`config.mk`:
```
export PLATFORM = sky130hd
export DESIGN_NAME = render_frame_sched_flat
export DESIGN_NICKNAME = d
export VERILOG_FILES = /design/src/rtl/render_frame_sched_pkg.sv /design/src/rtl/render_frame_sched_if.sv /design/src/rtl/render_frame_sched_fb_addr_gen.sv /design/src/rtl/render_frame_sched.sv /design/src/flat_wrapper.sv
export SDC_FILE = /design/constraint.sdc
export NUM_CORES = 1
export LEC_CHECK = 0
export CAP_MARGIN = 25
export CORE_UTILIZATION = 32
export CTS_CLUSTER_DIAMETER = 30
export CTS_CLUSTER_SIZE = 25
export DETAILED_ROUTE_END_ITERATION = 6
export SYNTH_ARGS = -nofsm -noshare
export SYNTH_HDL_FRONTEND = slang
export SYNTH_SLANG_ARGS = --single-unit
```
`constraint.sdc`:
```
create_clock -name clk -period 4.1 [get_ports clk]
set_input_delay 1.23 -clock clk [delete_from_list [all_inputs] [get_ports clk]]
set_output_delay 1.23 -clock clk [all_outputs]
set_load 0.05 [all_outputs]
```
`src/rtl/render_frame_sched_pkg.sv`:
```
// render_pkg: shared constants, object indices, scheduler state encoding and
// the framebuffer bounds helper used by the render frame scheduler.
package render_pkg;

  localparam int PX_WIDTH    = 160;
  localparam int PX_HEIGHT   = 120;
  localparam int N_OBJ       = 5;
  localparam int IDLE_MAX    = 1000000;
  localparam int OBJ_TIMEOUT = 65535;

  localparam int                 COLOR_W  = 3;
  localparam logic [COLOR_W-1:0] BG_COLOR = 3'b000;

  // Draw order inside a frame: the four squares, then the player on top.
  localparam logic [2:0] OBJ_SQ0 = 3'd0;
  localparam logic [2:0] OBJ_SQ1 = 3'd1;
  localparam logic [2:0] OBJ_SQ2 = 3'd2;
  localparam logic [2:0] OBJ_SQ3 = 3'd3;
  localparam logic [2:0] OBJ_PL  = 3'd4;

  typedef enum logic [2:0] {
    ST_CLEAR      = 3'd0,
    ST_START_OBJ  = 3'd1,
    ST_WAIT_OBJ   = 3'd2,
    ST_FRAME_DONE = 3'd3,
    ST_IDLE       = 3'd4
  } state_t;

  // True when a signed pixel coordinate lies inside a w x h framebuffer.
  function automatic logic in_bounds(input logic signed [15:0] x,
                                     input logic signed [15:0] y,
                                     input int w, input int h);
    return (int'(x) >= 0) && (int'(x) < w) && (int'(y) >= 0) && (int'(y) < h);
  endfunction

endpackage

```
`src/rtl/render_frame_sched_if.sv`:
```
// render_frame_sched_if: draw-engine handshake plus framebuffer write port.
// master = scheduler side, slave = engines/memory side.
interface render_frame_sched_if;
  import render_pkg::*;

  logic                      obj_start;
  logic [2:0]                obj_sel;
  logic                      obj_done;
  logic                      eng_wr;
  logic signed [15:0]        eng_x;
  logic signed [15:0]        eng_y;
  logic [COLOR_W-1:0]        eng_color;
  logic                      mem_we;
  logic [15:0]               mem_addr;
  logic [COLOR_W-1:0]        mem_data;

  modport master (
    output obj_start, obj_sel, mem_we, mem_addr, mem_data,
    input  obj_done, eng_wr, eng_x, eng_y, eng_color
  );

  modport slave (
    input  obj_start, obj_sel, mem_we, mem_addr, mem_data,
    output obj_done, eng_wr, eng_x, eng_y, eng_color
  );

endinterface

```
`src/rtl/render_frame_sched_fb_addr_gen.sv`:
```
// fb_addr_gen: one registered stage that bounds-checks a pixel request and
// turns it into a linear framebuffer address (y*W + x, plus the back-buffer
// offset when back is set). Out-of-range pixels never reach the memory.
module fb_addr_gen #(
  parameter int PX_WIDTH  = render_pkg::PX_WIDTH,
  parameter int PX_HEIGHT = render_pkg::PX_HEIGHT
) (
  input  logic                           clk,
  input  logic                           rst_n,
  input  logic                           req,
  input  logic signed [15:0]             x,
  input  logic signed [15:0]             y,
  input  logic [render_pkg::COLOR_W-1:0] color,
  input  logic                           back,
  output logic                           we,
  output logic [15:0]                    addr,
  output logic [render_pkg::COLOR_W-1:0] data
);
  import render_pkg::*;

  localparam logic [15:0] FB_WORDS = 16'(PX_WIDTH * PX_HEIGHT);
  localparam logic [15:0] ROW_LEN  = 16'(PX_WIDTH);

  logic        hit_s;
  logic [15:0] lin_s;

  // Bounds check and linear address; only meaningful when hit_s is set.
  always_comb begin
    hit_s = req & in_bounds(x, y, PX_WIDTH, PX_HEIGHT);
    if (back) begin
      lin_s = y * ROW_LEN + x + FB_WORDS;
    end else begin
      lin_s = y * ROW_LEN + x;
    end
  end

  // Output register; address/data hold their last value between writes.
  always_ff @(posedge clk or negedge rst_n) begin
    if (!rst_n) begin
      we   <= 1'b0;
      addr <= 16'd0;
      data <= BG_COLOR;
    end else begin
      we <= hit_s;
      if (hit_s) begin
        addr <= lin_s;
        data <= color;
      end
    end
  end

endmodule

```
`src/rtl/render_frame_sched.sv`:
```
// render_frame_sched: per-frame sequencer CLEAR -> objects 0..N_OBJ-1 ->
// FRAME_DONE -> IDLE. Owns the framebuffer write port: background fill during
// CLEAR, bounds-checked forwarding of the granted engine's pixels otherwise.
// Build option: define RENDER_DBUF_EN for double buffering (buf_sel flips
// each frame, writes go to the back buffer at offset W*H).
module render_frame_sched #(
  parameter int PX_WIDTH    = render_pkg::PX_WIDTH,
  parameter int PX_HEIGHT   = render_pkg::PX_HEIGHT,
  parameter int N_OBJ       = render_pkg::N_OBJ,
  parameter int IDLE_MAX    = render_pkg::IDLE_MAX,
  parameter int OBJ_TIMEOUT = render_pkg::OBJ_TIMEOUT
) (
  input  logic                        clk,
  input  logic                        rst_n,
  input  logic                        enable,
  render_frame_sched_if.master        bus,
  output logic                        frame_busy,
  output logic                        frame_done,
  output logic [15:0]                 frame_cnt,
  output logic                        obj_err,
  output logic                        buf_sel
);
  import render_pkg::*;

  localparam int                TO_W      = $clog2(OBJ_TIMEOUT + 1);
  localparam int                IDLE_W    = $clog2(IDLE_MAX + 1);
  localparam logic [TO_W-1:0]   TO_LAST   = TO_W'(OBJ_TIMEOUT - 1);
  localparam logic [IDLE_W-1:0] IDLE_LAST = IDLE_W'(IDLE_MAX);
  localparam logic [15:0]       X_LAST    = 16'(PX_WIDTH - 1);
  localparam logic [15:0]       Y_LAST    = 16'(PX_HEIGHT - 1);
  localparam logic [2:0]        SEL_LAST  = 3'(N_OBJ - 1);

  state_t              state_r, state_n;
  logic [1:0]          rst_sync_r;
  logic                rst_int_n;
  logic [15:0]         clr_x_r, clr_y_r;
  logic [TO_W-1:0]     wait_cnt_r;
  logic [IDLE_W-1:0]   idle_cnt_r;
  logic [2:0]          obj_sel_r;
  logic                obj_start_r, frame_busy_r, frame_done_r, obj_err_r, buf_sel_r;
  logic [15:0]         frame_cnt_r;
  logic                clr_last_s, advance_s, timeout_s, back_s;
  logic                req_s;
  logic signed [15:0]  req_x_s, req_y_s;
  logic [COLOR_W-1:0]  req_color_s;
  logic                mem_we_s;
  logic [15:0]         mem_addr_s;
  logic [COLOR_W-1:0]  mem_data_s;

  // Reset synchroniser: asserts asynchronously, releases on a clock edge.
  always_ff @(posedge clk or negedge rst_n) begin
    if (!rst_n) rst_sync_r <= 2'b00;
    else        rst_sync_r <= {rst_sync_r[0], 1'b1};
  end
  assign rst_int_n = rst_sync_r[1];

  // State register.
  always_ff @(posedge clk or negedge rst_int_n) begin
    if (!rst_int_n) state_r <= ST_CLEAR;
    else            state_r <= state_n;
  end

  // Next-state logic, object advance (done or timeout) and pixel source mux.
  always_comb begin
    state_n     = state_r;
    advance_s   = 1'b0;
    timeout_s   = 1'b0;
    clr_last_s  = (clr_x_r == X_LAST) && (clr_y_r == Y_LAST);
    req_s       = 1'b0;
    req_x_s     = clr_x_r;
    req_y_s     = clr_y_r;
    req_color_s = BG_COLOR;
    case (state_r)
      ST_CLEAR: begin
        req_s = 1'b1;
        if (clr_last_s) state_n = ST_START_OBJ;
        else            state_n = ST_CLEAR;
      end
      ST_START_OBJ: state_n = ST_WAIT_OBJ;
      ST_WAIT_OBJ: begin
        req_s       = bus.eng_wr;
        req_x_s     = bus.eng_x;
        req_y_s     = bus.eng_y;
        req_color_s = bus.eng_color;
        if (bus.obj_done) begin
          advance_s = 1'b1;
        end else if (wait_cnt_r == TO_LAST) begin
          advance_s = 1'b1;
          timeout_s = 1'b1;
        end else begin
          advance_s = 1'b0;
        end
        if (!advance_s)                  state_n = ST_WAIT_OBJ;
        else if (obj_sel_r == SEL_LAST)  state_n = ST_FRAME_DONE;
        else                             state_n = ST_START_OBJ;
      end
      ST_FRAME_DONE: state_n = ST_IDLE;
      ST_IDLE: begin
        if ((idle_cnt_r == IDLE_LAST) && enable) state_n = ST_CLEAR;
        else                                     state_n = ST_IDLE;
      end
      default: state_n = ST_CLEAR;
    endcase
  end

  // Raster scan for the background fill, rewound whenever CLEAR is left.
  always_ff @(posedge clk or negedge rst_int_n) begin
    if (!rst_int_n) begin
      clr_x_r <= 16'd0;
      clr_y_r <= 16'd0;
    end else if (state_r != ST_CLEAR) begin
      clr_x_r <= 16'd0;
      clr_y_r <= 16'd0;
    end else if (clr_x_r == X_LAST) begin
      clr_x_r <= 16'd0;
      clr_y_r <= (clr_y_r == Y_LAST) ? 16'd0 : clr_y_r + 16'd1;
    end else begin
      clr_x_r <= clr_x_r + 16'd1;
    end
  end

  // Grant timer (per object) and inter-frame idle counter (saturating).
  always_ff @(posedge clk or negedge rst_int_n) begin
    if (!rst_int_n) begin
      wait_cnt_r <= '0;
      idle_cnt_r <= '0;
    end else begin
      wait_cnt_r <= (state_r == ST_WAIT_OBJ && !advance_s) ? wait_cnt_r + 1'b1 : '0;
      if (state_r != ST_IDLE)         idle_cnt_r <= '0;
      else if (idle_cnt_r != IDLE_LAST) idle_cnt_r <= idle_cnt_r + 1'b1;
    end
  end

  // Object selection and registered status outputs, all derived from state_n.
  always_ff @(posedge clk or negedge rst_int_n) begin
    if (!rst_int_n) begin
      obj_sel_r    <= OBJ_SQ0;
      obj_start_r  <= 1'b0;
      frame_busy_r <= 1'b0;
      frame_done_r <= 1'b0;
      frame_cnt_r  <= 16'd0;
      obj_err_r    <= 1'b0;
    end else begin
      if (state_r == ST_WAIT_OBJ && state_n == ST_START_OBJ) obj_sel_r <= obj_sel_r + 3'd1;
      else if (state_r == ST_FRAME_DONE)                     obj_sel_r <= OBJ_SQ0;
      obj_start_r  <= (state_n == ST_START_OBJ);
      frame_busy_r <= (state_n == ST_CLEAR) || (state_n == ST_START_OBJ) ||
                      (state_n == ST_WAIT_OBJ);
      frame_done_r <= (state_n == ST_FRAME_DONE);
      if (state_n == ST_FRAME_DONE) frame_cnt_r <= frame_cnt_r + 16'd1;
      obj_err_r    <= obj_err_r | timeout_s;
    end
  end

`ifdef RENDER_DBUF_EN
  // Front/back swap at the end of every draw phase; draw into the back buffer.
  always_ff @(posedge clk or negedge rst_int_n) begin
    if (!rst_int_n)                   buf_sel_r <= 1'b0;
    else if (state_n == ST_FRAME_DONE) buf_sel_r <= ~buf_sel_r;
  end
  assign back_s = ~buf_sel_r;
`else
  assign buf_sel_r = 1'b0;
  assign back_s    = 1'b0;
`endif

  fb_addr_gen #(
    .PX_WIDTH  (PX_WIDTH),
    .PX_HEIGHT (PX_HEIGHT)
  ) u_addr_gen (
    .clk   (clk),
    .rst_n (rst_int_n),
    .req   (req_s),
    .x     (req_x_s),
    .y     (req_y_s),
    .color (req_color_s),
    .back  (back_s),
    .we    (mem_we_s),
    .addr  (mem_addr_s),
    .data  (mem_data_s)
  );

  assign bus.obj_start = obj_start_r;
  assign bus.obj_sel   = obj_sel_r;
  assign bus.mem_we    = mem_we_s;
  assign bus.mem_addr  = mem_addr_s;
  assign bus.mem_data  = mem_data_s;
  assign frame_busy    = frame_busy_r;
  assign frame_done    = frame_done_r;
  assign frame_cnt     = frame_cnt_r;
  assign obj_err       = obj_err_r;
  assign buf_sel       = buf_sel_r;

endmodule

```
`src/flat_wrapper.sv`:
```
// flat-port wrapper written by rule: the top's interface ports become plain ports
module render_frame_sched_flat import render_pkg::*;
#(
  parameter int PX_WIDTH    = render_pkg::PX_WIDTH,
  parameter int PX_HEIGHT   = render_pkg::PX_HEIGHT,
  parameter int N_OBJ       = render_pkg::N_OBJ,
  parameter int IDLE_MAX    = render_pkg::IDLE_MAX,
  parameter int OBJ_TIMEOUT = render_pkg::OBJ_TIMEOUT
)
  (clk, rst_n, enable, frame_busy, frame_done, frame_cnt, obj_err, buf_sel, bus_obj_start, bus_obj_sel, bus_mem_we, bus_mem_addr, bus_mem_data, bus_obj_done, bus_eng_wr, bus_eng_x, bus_eng_y, bus_eng_color);
  render_frame_sched_if bus_i ();
  input  logic clk;
  input  logic rst_n;
  input  logic enable;
  output logic frame_busy;
  output logic frame_done;
  output logic [15:0] frame_cnt;
  output logic obj_err;
  output logic buf_sel;
  output wire logic [$bits(bus_i.obj_start)-1:0] bus_obj_start;
  output wire logic [$bits(bus_i.obj_sel)-1:0] bus_obj_sel;
  output wire logic [$bits(bus_i.mem_we)-1:0] bus_mem_we;
  output wire logic [$bits(bus_i.mem_addr)-1:0] bus_mem_addr;
  output wire logic [$bits(bus_i.mem_data)-1:0] bus_mem_data;
  input wire logic [$bits(bus_i.obj_done)-1:0] bus_obj_done;
  input wire logic [$bits(bus_i.eng_wr)-1:0] bus_eng_wr;
  input wire logic [$bits(bus_i.eng_x)-1:0] bus_eng_x;
  input wire logic [$bits(bus_i.eng_y)-1:0] bus_eng_y;
  input wire logic [$bits(bus_i.eng_color)-1:0] bus_eng_color;
  assign bus_obj_start = bus_i.obj_start;
  assign bus_obj_sel = bus_i.obj_sel;
  assign bus_mem_we = bus_i.mem_we;
  assign bus_mem_addr = bus_i.mem_addr;
  assign bus_mem_data = bus_i.mem_data;
  assign bus_i.obj_done = bus_obj_done;
  assign bus_i.eng_wr = bus_eng_wr;
  assign bus_i.eng_x = bus_eng_x;
  assign bus_i.eng_y = bus_eng_y;
  assign bus_i.eng_color = bus_eng_color;
  render_frame_sched #(.PX_WIDTH(PX_WIDTH), .PX_HEIGHT(PX_HEIGHT), .N_OBJ(N_OBJ), .IDLE_MAX(IDLE_MAX), .OBJ_TIMEOUT(OBJ_TIMEOUT)) u_core (.clk(clk), .rst_n(rst_n), .enable(enable), .bus(bus_i), .frame_busy(frame_busy), .frame_done(frame_done), .frame_cnt(frame_cnt), .obj_err(obj_err), .buf_sel(buf_sel));
endmodule
```
# Yosys cells after proc, flatten, opt, wreduce, memory -nomap -nowiden
# Index checks and enable logic that the tools add are counted.
# op_classes
addsub	7
n_mul	1
magnitude_cmp	4
n_eq_ne	14
mux	25
n_bitwise	2
reduce_logical	16
# ops
cell	count
$mux W16	8
$add A16 B1 Y16 const B	4
$mux W20	2
$ge A16 B1 Y1 const B	2
$add A20 B1 Y20 const B	1
$eq A20 B20 Y1 const B	1
$ne A20 B20 Y1 const B	1
$add A16 B16 Y16	1
$eq A16 B16 Y1 const B	1
$eq A16 B7 Y1 const B	1
$eq A16 B8 Y1 const B	1
$lt A16 B8 Y1 const B	1
$lt A16 B9 Y1 const B	1
$mul A16 B3 Y11 const B	1
$mux W3	5
$pmux W3 S5	1
$eq A3 B2 Y1 const B	4
$logic_and A1 B1 Y1	7
$mux W1	7
$eq A3 B1 Y1 const B	2
$eq A3 B3 Y1 const B	2
$logic_not A3 Y1	2
$reduce_bool A2 Y1	3
$add A3 B1 Y3 const B	1
other kinds (8)	9
# word_totals
regBits	116
input_bits	40
out_inout_bits	44
elab_cells	84

# Depth between registers and ports, before layout
# logic_depth
word_depth	9
mapped_depth	20
ltp_nobuf	17

# Modules after synthesis
# A second synthesis with hierarchy kept.
# hier_totals
cells_unflattened	710
area_unflattened_um2	7054.3
# by_module_without_submodules
mod	instances	cells_per_inst	area_per_inst_um2	seq_area_each_um2
render_frame_sched	1	524	5198.7	2402.3
fb_addr_gen	1	186	1855.5	500.5

# Worst setup path before layout
# Ideal clock, no wire load.
# synth_timing
kind	reg2reg
start	register u_core.state_r[0]
end	register u_core.u_addr_gen.addr[15]
setup_time_ps	128
t_arrival_ps	4123
required_ps	3972
slack_ps	-151
stages_incl_launch_ff	20
n_path_buf	2
synth_period_minus_slack_ps	4251
cell_sequence	dfrtp_1 buf_4 nor3b_2 clkbuf_1 mux2i_1 inv_1 ha_1 ha_1 fa_1 a21o_1 a21oi_1 o21bai_1 a21oi_1 xnor2_1 ha_1 a21o_1 a41oi_1 xnor2_1 xnor2_1 o21ai_0
# synth_between
elab_chain_cells	7
word_cells_on_any_way	15
classes_between	add/sub: 1; mul: 1; order compare: 4; eq/ne: 1; mux: 3; bitwise: 1; reduce/logical: 4
# synth_lines
element	line	rtl
from (decl)	render_frame_sched.sv:33	state_t state_r, state_n;
from (signal assigned)	render_frame_sched.sv:60	else state_r <= state_n;
parallel branches: the longest is 7 deep, another holds $mul A16 B3 Y11	n/a	
to (signal assigned)	render_frame_sched_fb_addr_gen.sv:46	addr <= lin_s;
to (decl)	render_frame_sched_fb_addr_gen.sv:16	output logic [15:0] addr,
# Several ways; the timed one is not identified.
# A chain may end at the register's enable or synchronous reset.

# Worst setup path in the final report
# layout_timing
start	input port bus_eng_y[0]
end	register u_core.u_addr_gen.addr[15]
# layout_between
elab_chain_cells	5
word_cells_on_any_way	8
classes_between	add/sub: 1; mul: 1; order compare: 2; mux: 1; bitwise: 1; reduce/logical: 2
# layout_lines
element	line	rtl
from (decl)	flat_wrapper.sv:28	input wire logic [$bits(bus_i.eng_y)-1:0] bus_eng_y;
$mux W16 (*)	render_frame_sched.sv:73	case (state_r)
parallel branches: the longest is 4 deep, another holds $mul A16 B3 Y11	n/a	
# Mark *: on every way between the ends.

==> results.md <==
* Run status: finished, final reports clean
* Min cycle time layout at 3920 ps
* Critical Path, Cell by Cell: clkdlybuf4s50_1, nand2_1, nand2_1, ha_2, ha_2, fa_2, a21o_1, a21oi_2, o21bai_1, a21oi_1, xnor2_1, ha_1, a21o_1, a41oi_2, xnor2_1, xnor2_1, o21ai_0
* Total count of hold-check failures in the final report at 0
* Via count of the first global-routing pass at 5259
* Congestion Overflow GR at 0
* Delay-heaviest family, CP: compound AO/OA/AOI/OAI gates
* Fraction of the mapped netlist area in adder cells at a little over 6%
* Net count after synthesis at 784
* Final setup slack of the worst path at 176 ps
* Maximum vdd ir drop at approximately 330 uV
* Type of destination of the critical path: register
* Global-route wire length before repair at ~26 mm
* Max H-tree Level at 4
* Number of buffer and inverter instances along the worst setup path at 1
* Pin count of the biggest net entering global routing at 57
* Violation count after the first detailed-route iteration at 316
* Peak per-stage delay on the critical path at 400 ps
* Synth area leaders: sky130_fd_sc_hd__dfrtp_1 (43%), sky130_fd_sc_hd__xor2_1 (7.4%), sky130_fd_sc_hd__nand2_1 (5.8%), sky130_fd_sc_hd__ha_1 (5.6%), sky130_fd_sc_hd__nor2_1 (5.0%)
* Count of mapped cells out of synthesis at about 710
* Ratio of routed vias to standard cells at 4.80
* Total Negative Setup Slacks at 0 ps
* Share of power burned in registers at 40.5%
* Share of the synthesized area in compound gates (AO/OA/AOI/OAI) at about 7%
* I/O pin count at between 80 and 90
* Area share of the leading cell type in the synthesized netlist at 43.3%
* Number of buffers created by CTS at 17
* Number of different library cells in the post-synthesis netlist at 59
* Root buffer cell: sky130_fd_sc_hd__clkbuf_16
* Number of synthesis warnings at 0
* Number of flops mapped to enable cells by yosys at 0
* Post-Synth XOR/XNOR Area at 12.6%
* Synth Cell Area at around 6700 sq um
* Ys async rst share at 100%
* Hold Buf Count CTS at 0
* Internal power component at 2.26 mW
* Worst endpoint required time at between 4000 and 5000 ps
* CTS Sinks at 116
* Initial Util at 32.9%
* Share of cell area taken by muxes after synthesis at under 10%
* Iteration count of the initial detailed-routing pass at 4
* Hold WS at 95.9 ps
* Cell taking the most area after synthesis: sky130_fd_sc_hd__dfrtp_1
* Highest Clock Rate at about 250 MHz
* Placed Instances at 1082
* Max Clock Skew at 6.93 ps
* Summed area of non-filler cells in the final layout at 8800 sq um
* Pwr/cell area at ~330 nW/um^2
* Die Footprint at 21500 sq um
* Pre-CTS worst setup slack at -613 ps
* Largest fanout on the critical path at 2
* Port Buffers at 82
* Wirelength, routed at 15.6 mm
* Final std cells w/o fill at 1115
* Die X-Extent at 147 um
* Number of antenna-violating nets in the routed design at 0
* Net Sw Power at 0.637 mW
* CTS tree: built
* Overall via count from detail_route at about 5.4k
* Design Power at 2.90 mW
* Clock slew at the register clock pins of the worst setup and hold paths at 50 ps
* WL per Instance at 14.0 um
* Number of antenna cells inserted at 0
* Routability congestion estimate at 0.808
* Prevailing post-synth register cell: sky130_fd_sc_hd__dfrtp_1
* Number of nets in the finished design at 905
* Per-instance average area after synthesis at 9.42 sq um
* Initial antenna violation count at 0
* Critical Path AT at 4190 ps
* Seq/Total Area, Yosys at a little over two fifths
* Clock share of power at 53.5%
* Core area at 20400 sq um
* Count of state elements after synthesis at 116
* Leakage at 3.96 nW
* Critical path's most frequent cell: sky130_fd_sc_hd__xnor2_1
* Crit-path slowest cell: sky130_fd_sc_hd__clkdlybuf4s50_1
* Placement-stage cell area at 8070 sq um
* Combinational share of power at 6.0%
* Crit share post-route at between 90 and 100%
* Slew margin rel. at a little over two fifths
* Simple-gate portion of the synthesized area at 24.6%
* # rows at 52
* DRC violation count after routing at 0
* Maximum buffer depth of the clock tree at 2
* Hold/Removal Path Class: register to asynchronous set/reset pin
* Kind of critical path: input port to register
* MaxCap Viol Count at 0
* Die Height at about 150 um
* Share of total power consumed by net switching at ~22%
* Post-layout utilization of the core at between 40% and 50%
* Dominant combinational cell family by area after synthesis: simple AND/OR/NAND/NOR gates
* Half-perimeter wire length of the detailed placement result at ~11 mm
* Fraction of layout instances using a drive strength above 1 at between 10% and 20%
* Transition at the pin with the smallest max-transition slack at 876 ps
* Clock latency at the later pin of the worst-skew pair at roughly 410 ps
* Overall fraction of global-route tracks in use at roughly 15%
* Growth of design area from synthesis to finish at 31.1%
* Count of final setup violators at 0
* CP startpoint kind: input port
* Count of pins over their slew limit at 0
power by group through the flow:
| stage | sequential [mW] | combinational (mW) | clock [mW] |
|---|---|---|---|
| 2_1_floorplan | 1.24 | 0.0484 | 0 |
| 3_3_place_gp | 1.20 | 0.175 | 0 |
| 3_5_place_dp | 1.20 | 0.177 | 0 |
| 4_1_cts | 1.18 | 0.177 | 1.59 |
| 5_1_grt | 1.18 | 0.190 | 1.64 |
| 6_report | 1.18 | 0.174 | 1.55 |
worst register-to-register path: stages, from the launching register on:
cell	delay [ps]
sky130_fd_sc_hd__dfrtp_1	410
sky130_fd_sc_hd__buf_4	170
sky130_fd_sc_hd__or3b_4	400
sky130_fd_sc_hd__nand2_1	110
sky130_fd_sc_hd__nand2_1	90
sky130_fd_sc_hd__ha_2	180
sky130_fd_sc_hd__ha_2	180
sky130_fd_sc_hd__fa_2	340
sky130_fd_sc_hd__a21o_1	190
sky130_fd_sc_hd__a21oi_2	130
sky130_fd_sc_hd__o21bai_1	70
sky130_fd_sc_hd__a21oi_1	170
sky130_fd_sc_hd__xnor2_1	140
sky130_fd_sc_hd__ha_1	260
sky130_fd_sc_hd__a21o_1	190
sky130_fd_sc_hd__a41oi_2	170
sky130_fd_sc_hd__xnor2_1	160
sky130_fd_sc_hd__xnor2_1	130
sky130_fd_sc_hd__o21ai_0	80
metal layers:
metal	vias up	wire length [um]	GRT usage [%]
li1	2706	-	-
met1	2534	7700	21.1
met2	96	7200	23.6
met3	18	551	2.89
met4	0	192	5.52
met5	-	0	0
sequential cells by signal (all words and copies together), names as in the netlist, 2 cells and up:
name	flops
u_core.frame_cnt	16
u_core.clr_y_r	16
u_core.u_addr_gen.data	3
u_core.clr_x_r	16
u_core.idle_cnt_r	20
u_core.wait_cnt_r	16
u_core.bus.obj_sel	3
u_core.u_addr_gen.addr	16
u_core.state_r	3
u_core.rst_sync_r	2
worst paths after layout:
kind                       slack (ps)                                endpoint  cells after the start                           start
max                               180  u_core.u_addr_gen.addr[15]$_DFFE_PN0P_                     17                    bus_eng_y[0]
min                               100             u_core.frame_busy$_DFF_PN0_                      0  u_core.rst_sync_r[1]$_DFF_PN0_
max reg2reg                       380  u_core.u_addr_gen.addr[15]$_DFFE_PN0P_                     18     u_core.state_r[2]$_DFF_PN0_
min reg2reg                       100             u_core.frame_busy$_DFF_PN0_                      0  u_core.rst_sync_r[1]$_DFF_PN0_
max in group asynchronous        2980          u_core.rst_sync_r[1]$_DFF_PN0_                      1                           rst_n
min in group clk                  350          u_core.rst_sync_r[1]$_DFF_PN0_                      0  u_core.rst_sync_r[0]$_DFF_PN0_
logic make-up (layout without fill, tap and decap cells):
group | Yosys count | after routing
XOR/XNOR | 93 | 93
flip-flops | 116 | 116
other | 2 | 2
buffers and inverters | 45 | 178
multiplexers | 19 | 19
AO/OA/AOI/OAI | 76 | 76
adder cells (fa/ha/maj) | 32 | 32
AND/OR/NAND/NOR | 329 | 329
synth_stat cells (all sizes together) (14+ instances only):
cell     n
and3    14
dfrtp  116
ha      30
inv     22
mux2i   16
nand2  103
nand3   31
nand4   21
nor2    90
nor3    16
nor4    19
o21ai   37
xnor2   34
xor2    57
layout by cell type, fill, tap and decap left out, types with 3 or more instances in the layout:
cell type,count
sky130_fd_sc_hd__and4_1,7
sky130_fd_sc_hd__nand2b_1,3
sky130_fd_sc_hd__nor2_1,89
sky130_fd_sc_hd__nor4_2,5
sky130_fd_sc_hd__ha_1,26
sky130_fd_sc_hd__o21ai_2,3
sky130_fd_sc_hd__mux2i_1,12
sky130_fd_sc_hd__nor2b_1,4
sky130_fd_sc_hd__nand2_1,103
sky130_fd_sc_hd__buf_4,42
sky130_fd_sc_hd__clkbuf_8,5
sky130_fd_sc_hd__clkbuf_16,17
sky130_fd_sc_hd__nor4_1,12
sky130_fd_sc_hd__nand3_1,31
sky130_fd_sc_hd__nor3_1,15
sky130_fd_sc_hd__clkdlybuf4s50_1,79
sky130_fd_sc_hd__xor2_1,56
sky130_fd_sc_hd__a21oi_1,9
sky130_fd_sc_hd__o21ai_0,32
sky130_fd_sc_hd__a21oi_2,3
sky130_fd_sc_hd__mux2_2,3
sky130_fd_sc_hd__clkinvlp_4,3
sky130_fd_sc_hd__inv_1,22
sky130_fd_sc_hd__and3_1,13
sky130_fd_sc_hd__dfrtp_1,115
sky130_fd_sc_hd__nor3b_1,3
sky130_fd_sc_hd__xnor2_1,34
sky130_fd_sc_hd__nand4_1,20
sky130_fd_sc_hd__nor4b_1,6
sky130_fd_sc_hd__a21o_1,6
sky130_fd_sc_hd__mux2i_2,3
sky130_fd_sc_hd__bufinv_16,3
layout make-up:
cell class | count | area, sq um
Fill cell | 1989 | 11600
Multi-Input combinational cell | 551 | 3690
Sequential cell | 116 | 2910
Timing Repair Buffer | 125 | 1160
Clock buffer | 23 | 498
Tap cell | 270 | 338
Clock inverter | 8 | 123
Inverter | 22 | 82.6
timing repair:
| item | CTS | global route |
|---|---|---|
| buffers inserted | 1 | 1 |
| endpoints found under the setup margin | 1 | 3 |
| resized for setup | 7 | 12 |
| hold endpoints to repair | 0 | 0 |
| pin swaps | 6 | 14 |
| cloned | 0 | 0 |
(Power assumes the default switching activity.)
